==> src/rtl/datamem_lsu_pkg.sv <==
// Shared types and helpers for the data-memory load/store unit.
// Latency: n/a (types and constant functions only).
// Backpressure: n/a.
package datamem_lsu_pkg;

    // Access size, encoded as funct3[1:0].
    typedef enum logic [1:0] {
        SZ_B = 2'b00,
        SZ_H = 2'b01,
        SZ_W = 2'b10,
        SZ_D = 2'b11
    } lsu_size_t;

    typedef enum logic [2:0] {
        IDLE  = 3'd0,
        BEAT0 = 3'd1,
        BEAT1 = 3'd2,
        CAPT  = 3'd3,
        RESP  = 3'd4
    } lsu_state_t;

    // Bytes per memory word for a given data width.
    function automatic int BYTES_OF(input int width);
        return width / 8;
    endfunction

    // True when an access of 2**size bytes at byte offset off runs past the word end.
    function automatic logic needs_split(input int off, input int size, input int bytes);
        return (off + (1 << size)) > bytes;
    endfunction

endpackage

==> src/rtl/datamem_lsu_align.sv <==
// Byte-lane steering for the LSU: byte enables, store rotate, load merge and extension.
// Latency: purely combinational.
// Backpressure: none; the parent FSM sequences the beats.
// Ports: off/size/is_unsigned describe the access; wdata is right-aligned store data;
//        d0/d1 are the two fetched words; be0/be1 are per-beat enables; wdata_rot is the
//        lane-rotated store word; rdata_ext is the merged, extended load result.
module lsu_align
    import datamem_lsu_pkg::*;
#(
    parameter int DATA_WIDTH = 32
) (
    input  logic [$clog2(DATA_WIDTH/8)-1:0] off,
    input  lsu_size_t                       size,
    input  logic                            is_unsigned,
    input  logic [DATA_WIDTH-1:0]           wdata,
    input  logic [DATA_WIDTH-1:0]           d0,
    input  logic [DATA_WIDTH-1:0]           d1,
    output logic [DATA_WIDTH/8-1:0]         be0,
    output logic [DATA_WIDTH/8-1:0]         be1,
    output logic [DATA_WIDTH-1:0]           wdata_rot,
    output logic [DATA_WIDTH-1:0]           rdata_ext
);

    localparam int NB = BYTES_OF(DATA_WIDTH);
    localparam int W  = DATA_WIDTH;

    function automatic logic [W-1:0] lanes_to_bits(input logic [NB-1:0] lanes);
        logic [W-1:0] bits;
        bits = '0;
        for (int i = 0; i < NB; i++) begin
            bits[8*i +: 8] = {8{lanes[i]}};
        end
        return bits;
    endfunction

    logic [NB-1:0]   size_lanes;
    logic [2*NB-1:0] span;
    logic [2*W-1:0]  rot_l;
    logic [2*W-1:0]  rot_r;
    logic [W-1:0]    merged;
    logic [W-1:0]    aligned;
    logic [W-1:0]    keep;
    logic            sign;

    always_comb begin
        size_lanes = '0;
        for (int i = 0; i < NB; i++) begin
            size_lanes[i] = (i < (1 << size));
        end

        // Shifting the lane mask across a double-width window yields both beats at once:
        // the low half is beat 0, whatever spills into the high half belongs to beat 1.
        span = {{NB{1'b0}}, size_lanes} << off;
        be0  = span[NB-1:0];
        be1  = span[2*NB-1:NB];

        // Rotations via a duplicated word so no bits are lost off either end.
        rot_l     = {wdata, wdata} << {off, 3'b000};
        wdata_rot = rot_l[2*W-1:W];

        merged  = (d0 & lanes_to_bits(be0)) | (d1 & lanes_to_bits(be1));
        rot_r   = {merged, merged} >> {off, 3'b000};
        aligned = rot_r[W-1:0];

        keep = lanes_to_bits(size_lanes);
        case (size)
            SZ_B:    sign = aligned[7];
            SZ_H:    sign = aligned[15];
            SZ_W:    sign = aligned[31];
            default: sign = aligned[W-1];
        endcase
        sign = sign & ~is_unsigned;

        rdata_ext = (aligned & keep) | ({W{sign}} & ~keep);
    end

endmodule

==> src/rtl/datamem_lsu.sv <==
// Load/store unit between the MEM stage and a 1-cycle-latency synchronous data memory.
// Latency from accept: store 2 (split 3), load 3 (split 4), exception 1 cycle.
// Backpressure: req_ready is high only in IDLE; responses cannot be stalled.
// Ports: req_* is the pipeline request (valid/ready), resp_* a one-cycle registered
//        completion pulse, mem_* the word-addressed memory port with byte enables.
module datamem_lsu
    import datamem_lsu_pkg::*;
#(
    parameter int DATA_WIDTH  = 32,
    parameter int ADDR_WIDTH  = 10,
    parameter int MISALIGN_EN = 1
) (
    input  logic                                      clk,
    input  logic                                      reset,
    input  logic                                      req_valid,
    output logic                                      req_ready,
    input  logic                                      req_write,
    input  logic [2:0]                                req_funct3,
    input  logic [ADDR_WIDTH-1:0]                     req_addr,
    input  logic [DATA_WIDTH-1:0]                     req_wdata,
    output logic                                      resp_valid,
    output logic [DATA_WIDTH-1:0]                     resp_rdata,
    output logic                                      resp_exception,
    output logic [ADDR_WIDTH-$clog2(DATA_WIDTH/8)-1:0] mem_addr,
    output logic                                      mem_we,
    output logic                                      mem_re,
    output logic [DATA_WIDTH/8-1:0]                   mem_be,
    output logic [DATA_WIDTH-1:0]                     mem_wdata,
    input  logic [DATA_WIDTH-1:0]                     mem_rdata
);

    localparam int NB  = BYTES_OF(DATA_WIDTH);
    localparam int OW  = $clog2(NB);
    localparam int WAW = ADDR_WIDTH - OW;

    lsu_state_t state, state_nxt;

    logic                  r_write;
    logic [2:0]            r_funct3;
    logic [ADDR_WIDTH-1:0] r_addr;
    logic [DATA_WIDTH-1:0] r_wdata;
    logic                  r_split;
    logic [DATA_WIDTH-1:0] d0, d1;
    logic [DATA_WIDTH-1:0] d0_nxt, d1_nxt;

    logic                  accept;
    logic                  req_split;
    logic                  req_exc;
    logic [WAW-1:0]        word_addr;

    logic [NB-1:0]         be0, be1;
    logic [DATA_WIDTH-1:0] wdata_rot, rdata_ext;

    assign req_ready = (state == IDLE);
    assign accept    = req_valid && (state == IDLE);
    assign word_addr = r_addr[ADDR_WIDTH-1:OW];

    // Classification is done on the live request so an exception can answer next cycle.
    assign req_split = needs_split(int'(req_addr[OW-1:0]), int'(req_funct3[1:0]), NB);
    assign req_exc   = ((req_funct3[1:0] == 2'b11) && (DATA_WIDTH == 32)) ||
                       (req_split && (MISALIGN_EN == 0));

    lsu_align #(
        .DATA_WIDTH (DATA_WIDTH)
    ) u_align (
        .off         (r_addr[OW-1:0]),
        .size        (lsu_size_t'(r_funct3[1:0])),
        .is_unsigned (r_funct3[2]),
        .wdata       (r_wdata),
        .d0          (d0_nxt),
        .d1          (d1_nxt),
        .be0         (be0),
        .be1         (be1),
        .wdata_rot   (wdata_rot),
        .rdata_ext   (rdata_ext)
    );

    always_comb begin
        state_nxt = state;
        case (state)
            IDLE:    if (req_valid) state_nxt = req_exc ? RESP : BEAT0;
            BEAT0:   state_nxt = r_split ? BEAT1 : (r_write ? RESP : CAPT);
            BEAT1:   state_nxt = r_write ? RESP : CAPT;
            CAPT:    state_nxt = RESP;
            RESP:    state_nxt = IDLE;
            default: state_nxt = IDLE;
        endcase
    end

    always_comb begin
        mem_addr  = '0;
        mem_we    = 1'b0;
        mem_re    = 1'b0;
        mem_be    = '0;
        mem_wdata = '0;
        case (state)
            BEAT0: begin
                mem_addr  = word_addr;
                mem_be    = be0;
                mem_we    = r_write;
                mem_re    = ~r_write;
                mem_wdata = r_write ? wdata_rot : '0;
            end
            BEAT1: begin
                mem_addr  = word_addr + WAW'(1);    // wraps at the top of memory
                mem_be    = be1;
                mem_we    = r_write;
                mem_re    = ~r_write;
                mem_wdata = r_write ? wdata_rot : '0;
            end
            default: ;
        endcase
    end

    // Read data lands one cycle after mem_re: beat 0 shows up in BEAT1 (split) or
    // CAPT (aligned), beat 1 in CAPT. The merge sees the incoming word directly so the
    // response register can load the final value on the CAPT->RESP edge.
    always_comb begin
        d0_nxt = d0;
        d1_nxt = d1;
        if (!r_write && ((state == BEAT1) || ((state == CAPT) && !r_split))) d0_nxt = mem_rdata;
        if (!r_write && (state == CAPT) && r_split) d1_nxt = mem_rdata;
    end

    always_ff @(posedge clk) begin
        if (reset) begin
            state          <= IDLE;
            r_write        <= 1'b0;
            r_funct3       <= '0;
            r_addr         <= '0;
            r_wdata        <= '0;
            r_split        <= 1'b0;
            d0             <= '0;
            d1             <= '0;
            resp_valid     <= 1'b0;
            resp_rdata     <= '0;
            resp_exception <= 1'b0;
        end else begin
            state <= state_nxt;
            d0    <= d0_nxt;
            d1    <= d1_nxt;
            if (accept) begin
                r_write  <= req_write;
                r_funct3 <= req_funct3;
                r_addr   <= req_addr;
                r_wdata  <= req_wdata;
                r_split  <= req_split;
            end
            resp_valid     <= (state_nxt == RESP);
            resp_exception <= accept && req_exc;
            resp_rdata     <= (state == CAPT) ? rdata_ext : '0;
        end
    end

endmodule

==> config.mk <==
export PLATFORM = sky130hd
export DESIGN_NAME = datamem_lsu
export DESIGN_NICKNAME = d
export VERILOG_FILES = /design/src/rtl/datamem_lsu_pkg.sv /design/src/rtl/datamem_lsu_align.sv /design/src/rtl/datamem_lsu.sv
export SDC_FILE = /design/constraint.sdc
export NUM_CORES = 1
export LEC_CHECK = 0
export ABC_AREA = 0
export CAP_MARGIN = 15
export CORE_MARGIN = 2
export CORE_UTILIZATION = 45
export CTS_BUF_LIST = sky130_fd_sc_hd__clkbuf_8
export DETAILED_ROUTE_END_ITERATION = 8
export PLACE_DENSITY = 0.83
export SLEW_MARGIN = 30
export SYNTH_ARGS = -nofsm -noshare
export SYNTH_HDL_FRONTEND = slang
export SYNTH_SLANG_ARGS = --single-unit
==> constraint.sdc <==
create_clock -name clk -period 7.6 [get_ports clk]
set_input_delay 1.9 -clock clk [delete_from_list [all_inputs] [get_ports clk]]
set_output_delay 1.9 -clock clk [all_outputs]
set_load 0.1 [all_outputs]
==> results by group, run 1 <==
Run status
  – Outcome: complete, no violations

Synth
  – Number of distinct library cells after synthesis: between 50 and 60
  – Seq/Total Area, Yosys: 0.398
  – Yosys warning count: 0
  – Synth Area per Inst: 9.00 um^2
  – Asr flop ratio synth: 0
  – Yosys top cell area share: 0.398
  – Post-Syn Instances: 783
  – Largest area contributor in the netlist: dfxtp_1
  – Post-synth top flop: dfxtp_1
  – #FFs+latches synth: between 100 and 150
  – Post-Syn Area: 7050 um^2
  – Number of synthesized flops with an enable pin: 0
  – Synth top area cells: dfxtp_1, mux2i_1, mux4_2
  – Syn Nets: 868

Setup path
  – Critical path endpoint category: output pin
  – Worst setup SP type: register
  – Worst Path Max Fanout: 33
  – R2R depth: 6
  – Critical path class: register to output pin
  – FF-to-FF setup slack: 4120 ps
  – FF-to-FF End: resp_rdata[23]
  – CP cell instances: inv_1 -> nor3_1 -> o21ai_4 -> nor2b_1 -> clkdlybuf4s50_1
  – RR Startpoint: r_addr[0]
  – Slowest-stage cell, CP: clkdlybuf4s50_1
  – WP data arrival: 3740 ps
  – Max incr delay on CP: about 1200 ps
  – CP Data Required Time: ~5700 ps

Timing
  – Min Hold Slack: 466 ps
  – Fmax: 0.177 GHz
  – Slew Limit Fails: 0
  – Final setup viols: 0
  – Fin. Hold Viols: 0
  – RSZ-0062 raised after global routing: no
  – Setup TNS: 0 ps
  – Final Skew: 8.76 ps
  – Final Critical Period: 5640 ps
  – Actual slew at the worst max-slew pin: 1040 ps
  – Worst slew margin: 0.304
  – Period utilization: 0.742

Placed design
  – Final Wtd Congestion: 0.893
  – IO buf count: 161
  – HPWL Detailed: 13,400 um
  – DP Area: 8710 um^2

Clock network
  – H-tree Lvls: 4
  – CTS Buf Count: 17
  – Max Root-Sink Buffers: 2
  – Clk_lat worst skew: 450 ps
  – Hold-fix buffers at CTS: 0
  – Clock-pin transition on the worst setup and hold timing paths: 70 ps
  – Root cell of the clock tree: clkbuf_8
  – CTS resizes: 0
  – Post-CTS Setup Bufs: 0
  – CTS tree: done
  – TritonCTS Sinks: 140

Power
  – Total internal power: 1530 uW
  – Clock power share: 0.232
  – Peak supply drop: between 150 and 200 uV
  – Logic pwr share: 0.396
  – Part of the power in registers: 0.372
  – Switching share of power: 0.406
  – Leak Pwr: around 0.0036 uW
  – Pwr dens: 284 nW/um^2
  – Switching power: 1050 uW

Finish
  – Most common cell after layout, fill and taps aside: clkdlybuf4s50_1
  – Area of the multi-input gates: 3970 um^2
  – Finished layout cell area: 9100 um^2
  – # nets final: 991
  – Fraction of layout cells with a size suffix above 1: 0.0861
  – Fill cells: 1,305
  – ANT cells: 0
  – P&R area growth vs syn: 29.1%
  – Most frequent cells in the layout: clkdlybuf4s50_1, dfxtp_1, nand2_1, nor2_1, mux2i_1
  – Reg area: 2810 um^2

GRT
  – Initial antenna violation count: 0
  – Aggregate global-route resource usage: 0.233
  – Remaining global-route overflow: 0
  – Number of global-route vias before repair: 5,909
  – First-pass GRT wire length: 30,400 um
  – Largest net degree at the start of global routing: 72

Die
  – Die Area: 16,700 um^2
  – Core area: about 15,000 um^2
  – IO Pins: 162
  – Die height: approximately 130 um
  – Initial Util: 0.462
  – Die Wd: 129 um
  – # rows: 45

Hold path
  – Hold wc startpoint: r_funct3[2]
  – Hold path cells: 2
  – Hold Path Class: register to register
  – Hold EP: r_funct3[2]

Detailed routing
  – First drt pass iteration count: 5
  – DRT iter0 DRCs: 628
  – DRC errors left: 0
  – DRT Wirelength: ~19,000 um
  – Post-route ant nets: 0
  – Vias per Instance: 5.68
  – Vias post-DR: 6,415
  – Wirelength per Cell: 17.0 um

Flow run
  – Max cap viols: 0
## how the worst max path moves through the flow
stage / startpoint / end / slack [ps] / cells after the start
floorplan: r_addr[1] / mem_be[0] / 2030 / 6
global placement: state[1] / mem_wdata[17] / 2500 / 5
detailed placement: state[1] / mem_wdata[18] / 2490 / 5
CTS: state[1] / mem_wdata[18] / 1970 / 5
global route: state[1] / mem_wdata[5] / 1750 / 5
finish: state[1] / mem_wdata[29] / 1960 / 5
## power groups by stage
stage	clock [uW]	combinational [uW]	sequential [uW]
floorplan	0	806	939
global placement	0	1000	962
detailed placement	0	1020	973
CTS	607	1020	956
global route	640	1100	975
finish	599	1020	960
## synthesized netlist by cell type, types with 7 or more instances
library cell and instances:
inv_1 9, nand3_1 8, o22a_1 8, nor3_1 7, dfxtp_1 140, mux4_2 32
buf_1 7, nor2_1 79, a31o_1 7, nor2b_1 33, a21oi_1 58, o21ai_1 12
o221ai_1 16, clkbuf_1 44, o22ai_1 17, buf_2 8, o21ai_0 29, nand2_1 129
mux2i_1 77
## flip-flops by register name, summed over array words and instances (netlist names)
name and cells:
resp_valid 1, resp_rdata 32, r_write 1, d0 32, r_funct3 3, d1 24, r_addr 10, resp_exception 1
r_wdata 32, state 3, r_split 1
## routing by layer
metal	track usage	wire length, um	vias to the layer above
met1	0.302	8020	3030
met2	0.370	9320	309
li1	-	-	3035
met4	0.0953	445	0
met5	0	0	-
met3	0.0603	1430	41
## kinds of logic (layout without fill, tap and decap cells)
family / Yosys count / after routing / synth area share
flops: 140 / 140 / 0.398
xor+xnor: 3 / 3 / 0.00373
fa+ha+maj: 4 / 4 / 0.00816
simple gates: 281 / 281 / 0.176
buf+inv: 72 / 207 / 0.0424
compound gates: 173 / 173 / 0.158
mux: 110 / 110 / 0.214
## worst max-delay path, delay by kind of cell (launching register included)
| family | cells | cell delay, ps |
|---|---|---|
| buf+inv | 2 | 1370 |
| simple gates | 2 | 910 |
| flops | 1 | 620 |
| compound gates | 1 | 370 |
## layout make-up
type	count	share of cell area
sequential	140	0.308
inverter	10	0.00412
multi-input combinational	571	0.436
clock buffer	17	0.0257
tap	211	0.0290
clock inverter	14	0.0173
timing repair buffer	166	0.180
## per-stage QoR
stage / utilization / power [uW] / instances / setup slack, ps
after global placement: 0.571 / 1970 / 1098 / 2500
final: 0.597 / 2580 / 1129 / 1960
after detailed placement: 0.571 / 1990 / 1098 / 2490
after CTS: 0.597 / 2590 / 1129 / 1970
after floorplan: - / 1740 / 783 / 2030
after global routing: 0.597 / 2710 / 1129 / 1750
Note: power is estimated with default switching activity, not from simulation.
==> run 2, diff against run 1 <==
PLACE_DENSITY = 0.86   (was 0.83)
clock period = 5.16 ns   (was 7.6 ns; I/O delays follow)
==> run 2 against run 1 <==
- utilization decreased by 0.50 points
- critical path type unchanged
- wire length increased by 2.5%
- highest routed layer unchanged
- final cell count is 0.35% higher
- non-clock buffer count grew 3
- clock-buffer cell count up 1
- largest cell class unchanged
==> results by group, run 2 (same netlist as run 1, synthesis figures left out) <==
Run status
  – Outcome: complete, no violations

GRT
  – First-pass GRT wire length: 30,600 um
  – Aggregate global-route resource usage: 0.235
  – Number of global-route vias before repair: 6,044
  – Remaining global-route overflow: 0
  – Initial antenna violation count: 0
  – Largest net degree at the start of global routing: 56

Finish
  – Most common cell after layout, fill and taps aside: dfxtp_1
  – Most frequent cells in the layout: dfxtp_1, nand2_1, clkdlybuf4s50_1, nor2_1, mux2i_1
  – Biggest regs: d0 x32, r_wdata x32, resp_rdata x32
  – Area of the multi-input gates: 3970 um^2
  – P&R area growth vs syn: 28.0%
  – # nets final: 994
  – Fraction of layout cells with a size suffix above 1: 0.141
  – Fill cells: 1,266
  – ANT cells: 0
  – Non-Filler Instances: 1,133
  – Reg area: 2810 um^2

Timing
  – Final setup viols: 0
  – Final Critical Period: 4210 ps
  – Fmax: 0.237 GHz
  – Fin. Hold Viols: 0
  – Final Skew: 13.4 ps
  – Period utilization: 0.817
  – Worst slew margin: 0.326
  – Actual slew at the worst max-slew pin: around 1000 ps
  – Setup TNS: 0 ps
  – Slew Limit Fails: 0
  – RSZ-0062 raised after global routing: no

Clock network
  – Clk_lat worst skew: about 470 ps
  – Max Root-Sink Buffers: 2
  – Hold-fix buffers at CTS: 0
  – H-tree Lvls: 4
  – Root cell of the clock tree: clkbuf_8
  – CTS Buf Count: 17
  – TritonCTS Sinks: 140
  – Post-CTS Setup Bufs: 0
  – CTS tree: done
  – CTS resizes: 0
  – Clock-pin transition on the worst setup and hold timing paths: 90 ps

Placed design
  – Placed cell count: around 1.1k
  – Final Wtd Congestion: between 0.8 and 0.9
  – HPWL Detailed: 13,500 um
  – IO buf count: 161

Power
  – Peak supply drop: 242 uV
  – Pwr dens: between 400 and 500 nW/um^2
  – Leak Pwr: 0.00372 uW

Die
  – IO Pins: roughly 160
  – Initial Util: 0.462
  – Core area: 15,300 um^2
  – Die height: around 130 um
  – Die Area: between 15,000 and 20,000 um^2
  – Die Wd: 129 um
  – # rows: 45

Detailed routing
  – DRT Wirelength: 19,700 um
  – DRT iter0 DRCs: 611
  – Post-route ant nets: 0
  – Wirelength per Cell: 17.4 um
  – Vias post-DR: 6,489
  – First drt pass iteration count: 5
  – DRC errors left: 0
  – Vias per Instance: 5.73

Setup path
  – Worst setup SP type: register
  – Critical path class: register to output pin
  – Critical path endpoint category: output pin
  – WP data arrival: 2920 ps
  – Worst Path Max Fanout: 33
  – CP Data Required Time: slightly below 4000 ps
  – FF-to-FF setup slack: 1940 ps

Flow run
  – Max cap viols: 0

Hold path
  – Hold Path Class: register to register
run 2: critical path, stage by stage (launching register included):
cell and delay (ps):
dfxtp_1 620, inv_1 200, nor3_1 680, o21ai_4 370, nor2b_1 260, buf_4 320
run 2: path summary, 6_finish.rpt:
path / start / end / depth (start not counted)
hold / removal: r_funct3[2] / r_funct3[2] / 2
hold reg to reg: r_funct3[2] / r_funct3[2] / 2
setup reg to reg: state[0] / resp_rdata[10] / 6
setup / recovery: state[1] / mem_wdata[19] / 5
run 2: report_power, final:
part	total [uW]	switching, uW	internal [uW]
clock	910	460	450
combinational	1500	956	546
sequential	1420	184	1240
run 2: area by class of cell:
cell class                      instances  area share
Sequential cell                       140       0.311
Clock inverter                         14      0.0175
Inverter                               10     0.00416
Tap cell                              211      0.0292
Multi-Input combinational cell        571       0.440
Clock buffer                           18      0.0274
Timing Repair Buffer                  169       0.171
run 2: metrics by stage:
step                setup slack [ps]  hold slack [ps]  total power (uW)  cell area, um^2  utilization
global route                     709              485              4030             9030        0.592
floorplan                        202              436              2570             7050            -
finish                           945              466              3830             9030        0.592
detailed placement              1460              458              2930             8610        0.564
global placement                1500              449              2890             8620        0.565
CTS                              956              468              3840             9020        0.591
run 2: metal layers:
metal  GRT usage  vias to the layer above  wire length (um)
met5           0                        -                 0
met4       0.115                        0               719
met3      0.0681                       55              1640
met2       0.365                      318              9280
met1       0.301                     3077              8060
li1            -                     3039                 -
==> run 3, diff against run 2 <==
clock period = 3.8 ns   (was 5.16 ns; I/O delays follow)
==> run 3 against run 2 <==
- sequential cell count stayed put
- total power is 45% higher
- via count is 1.0% higher
- sequential share of layout area is 2.5 points lower
- hold slack better by 24 ps
- global-route usage is 2.4 points higher
- utilization is 5.1 points higher
- wire length is 8.1% higher
- sequential power is 38% higher
- non-clock buffer count is 11 higher
- critical path type unchanged
- largest cell class unchanged
==> results by group, run 3 (same netlist as run 1, synthesis figures left out) <==
Timing
  – Worst slew margin: 0.333
  – Final setup viols: 0
  – Fmax: 0.284 GHz
  – Final worst setup slack: 275 ps
  – Slew Limit Fails: 0
  – Min Hold Slack: 490 ps
  – Period utilization: 0.928
  – Final Critical Period: 3530 ps
  – RSZ-0062 raised after global routing: no
  – Fin. Hold Viols: 0
  – Final Skew: 9.73 ps
  – Actual slew at the worst max-slew pin: 997 ps

Detailed routing
  – DR top layer: met4
  – Routed wl met2: 10,000 um
  – DRT Wirelength: 21,300 um
  – DRT iter0 DRCs: 598
  – DRC errors left: 0
  – Post-route ant nets: 0
  – First drt pass iteration count: 5
  – Met1 WL: 8790 um
  – Met3 routed WL: roughly 1700 um
  – Wirelength per Cell: about 19 um
  – Vias post-DR: 6,556
  – Vias per Instance: 5.73

Power
  – Logic pwr share: 0.395
  – Total internal power: around 3300 uW
  – Part of the power in registers: 0.352
  – Total power draw: between 5000 and 6000 uW
  – Clock power share: 0.253
  – Leak Pwr: 0.00394 uW
  – Peak supply drop: ~450 uV
  – Switching power: 2230 uW
  – Pwr dens: 569 nW/um^2
  – Switching share of power: 0.400

Setup path
  – Max incr delay on CP: 600 ps
  – Worst Path Max Fanout: 13
  – Critical path endpoint category: output pin
  – CP cell instances: inv_1 -> or3_1 -> a31oi_1 -> o21ai_0 -> o21ai_1 -> buf_12
  – CP bufs+invs: 2
  – Worst path depth: 6
  – Worst setup SP type: register
  – Critical path class: register to output pin
  – R2R depth: 7
  – CP Data Required Time: ~2900 ps
  – CP delay by family, top: flip-flops
  – Slowest-stage cell, CP: dfxtp_1
  – WP data arrival: 2580 ps

Finish
  – Fraction of layout cells with a size suffix above 1: 0.182
  – Fill cells: 1,205
  – ANT cells: 0
  – Most common cell after layout, fill and taps aside: dfxtp_1
  – # nets final: 1,005
  – Most frequent cells in the layout: dfxtp_1, nand2_1, clkdlybuf4s50_1, nor2_1, mux2i_1
  – Biggest regs: d0 x32, r_wdata x32, resp_rdata x32
  – P&R area growth vs syn: 39.0%

Clock network
  – TritonCTS Sinks: 140
  – H-tree Lvls: 4
  – Max Root-Sink Buffers: 2
  – CTS Buf Count: 17
  – Post-CTS Setup Bufs: 0
  – Hold-fix buffers at CTS: 0
  – CTS resizes: 0
  – Root cell of the clock tree: clkbuf_8
  – Clock-pin transition on the worst setup and hold timing paths: 80 ps
  – Clk_lat worst skew: 470 ps
  – CTS tree: done

Run status
  – Outcome: complete, no violations

Flow run
  – Max cap viols: 0

Die
  – Core area: 15,300 um^2
  – Die Area: 16,700 um^2
  – Die height: 129 um
  – IO Pins: 162
  – Initial Util: 0.462
  – Die Wd: 129 um
  – # rows: 45

Hold path
  – Hold Path Class: register to register
  – Hold path cells: 2

Placed design
  – HPWL Detailed: 15,300 um
  – Pre-CTS setup slack: 605 ps
  – IO buf count: 161
  – Final Wtd Congestion: around 0.95

GRT
  – Initial antenna violation count: 0
  – Aggregate global-route resource usage: 0.259
  – First-pass GRT wire length: 33,400 um
  – Number of global-route vias before repair: 6,314
  – Largest net degree at the start of global routing: 109
  – Remaining global-route overflow: 0
run 3: cell types whose count changed in the layout (fill, tap and decap cells not counted), moves of 3 or more:
cell        before  now
nor2b_2          0   29
nor2b_1         33    4
buf_4           54   22
bufinv_16        2    5
o21ai_1         12   15
buf_12           0   44
o21ai_0         28   25
clkinvlp_4       3    0
clkinv_4         3    0
run 3: final cells by class:
type | count | area [um^2] | share of cell area
clock buffers | 18 | 248 | 0.0253
clock inverters | 14 | 213 | 0.0217
inverters | 10 | 37.5 | 0.00383
multi-input cells | 571 | 4040 | 0.413
flip-flops and latches | 140 | 2810 | 0.286
well taps | 211 | 264 | 0.0269
repair buffers | 180 | 2190 | 0.223
run 3: worst register-to-register path: cells and delay by family (launching register included):
family	cells	cell delay, ps
AO/OA/AOI/OAI	4	1280
buffers and inverters	1	330
flip-flops	1	800
AND/OR/NAND/NOR	2	370
run 3: per-stage QoR:
stage          cells  setup TNS [ps]  cell area [um^2]  utilization
2_1_floorplan    783           -2880              7130            -
3_3_place_gp    1112               0              9340        0.612
3_5_place_dp    1112               0              9340        0.612
4_1_cts         1144               0              9800        0.642
5_1_grt         1144               0              9800        0.642
6_report        1144               0              9800        0.642
run 3: path summary, 6_finish.rpt:
| path | start | to | slack [ps] |
|---|---|---|---|
| hold reg to reg | r_addr[9] | r_addr[9] | 490 |
| setup / recovery | state[1] | mem_addr[7] | 270 |
| setup reg to reg | r_addr[1] | resp_rdata[30] | 880 |
| hold / removal | r_addr[9] | r_addr[9] | 490 |
run 3: metal layers:
layer / vias up / track usage
li1: 3064 / -
met5: - / 0
met1: 3126 / 0.344
met3: 50 / 0.0586
met2: 316 / 0.399
met4: 0 / 0.127
run 3: power by group through the flow:
stage	combinational (uW)	clock (uW)	sequential, uW
6_report	2200	1410	1960
5_1_grt	2340	1480	1990
4_1_cts	2190	1420	1950
3_5_place_dp	2170	0	1980
3_3_place_gp	2130	0	1960
2_1_floorplan	1640	0	1880
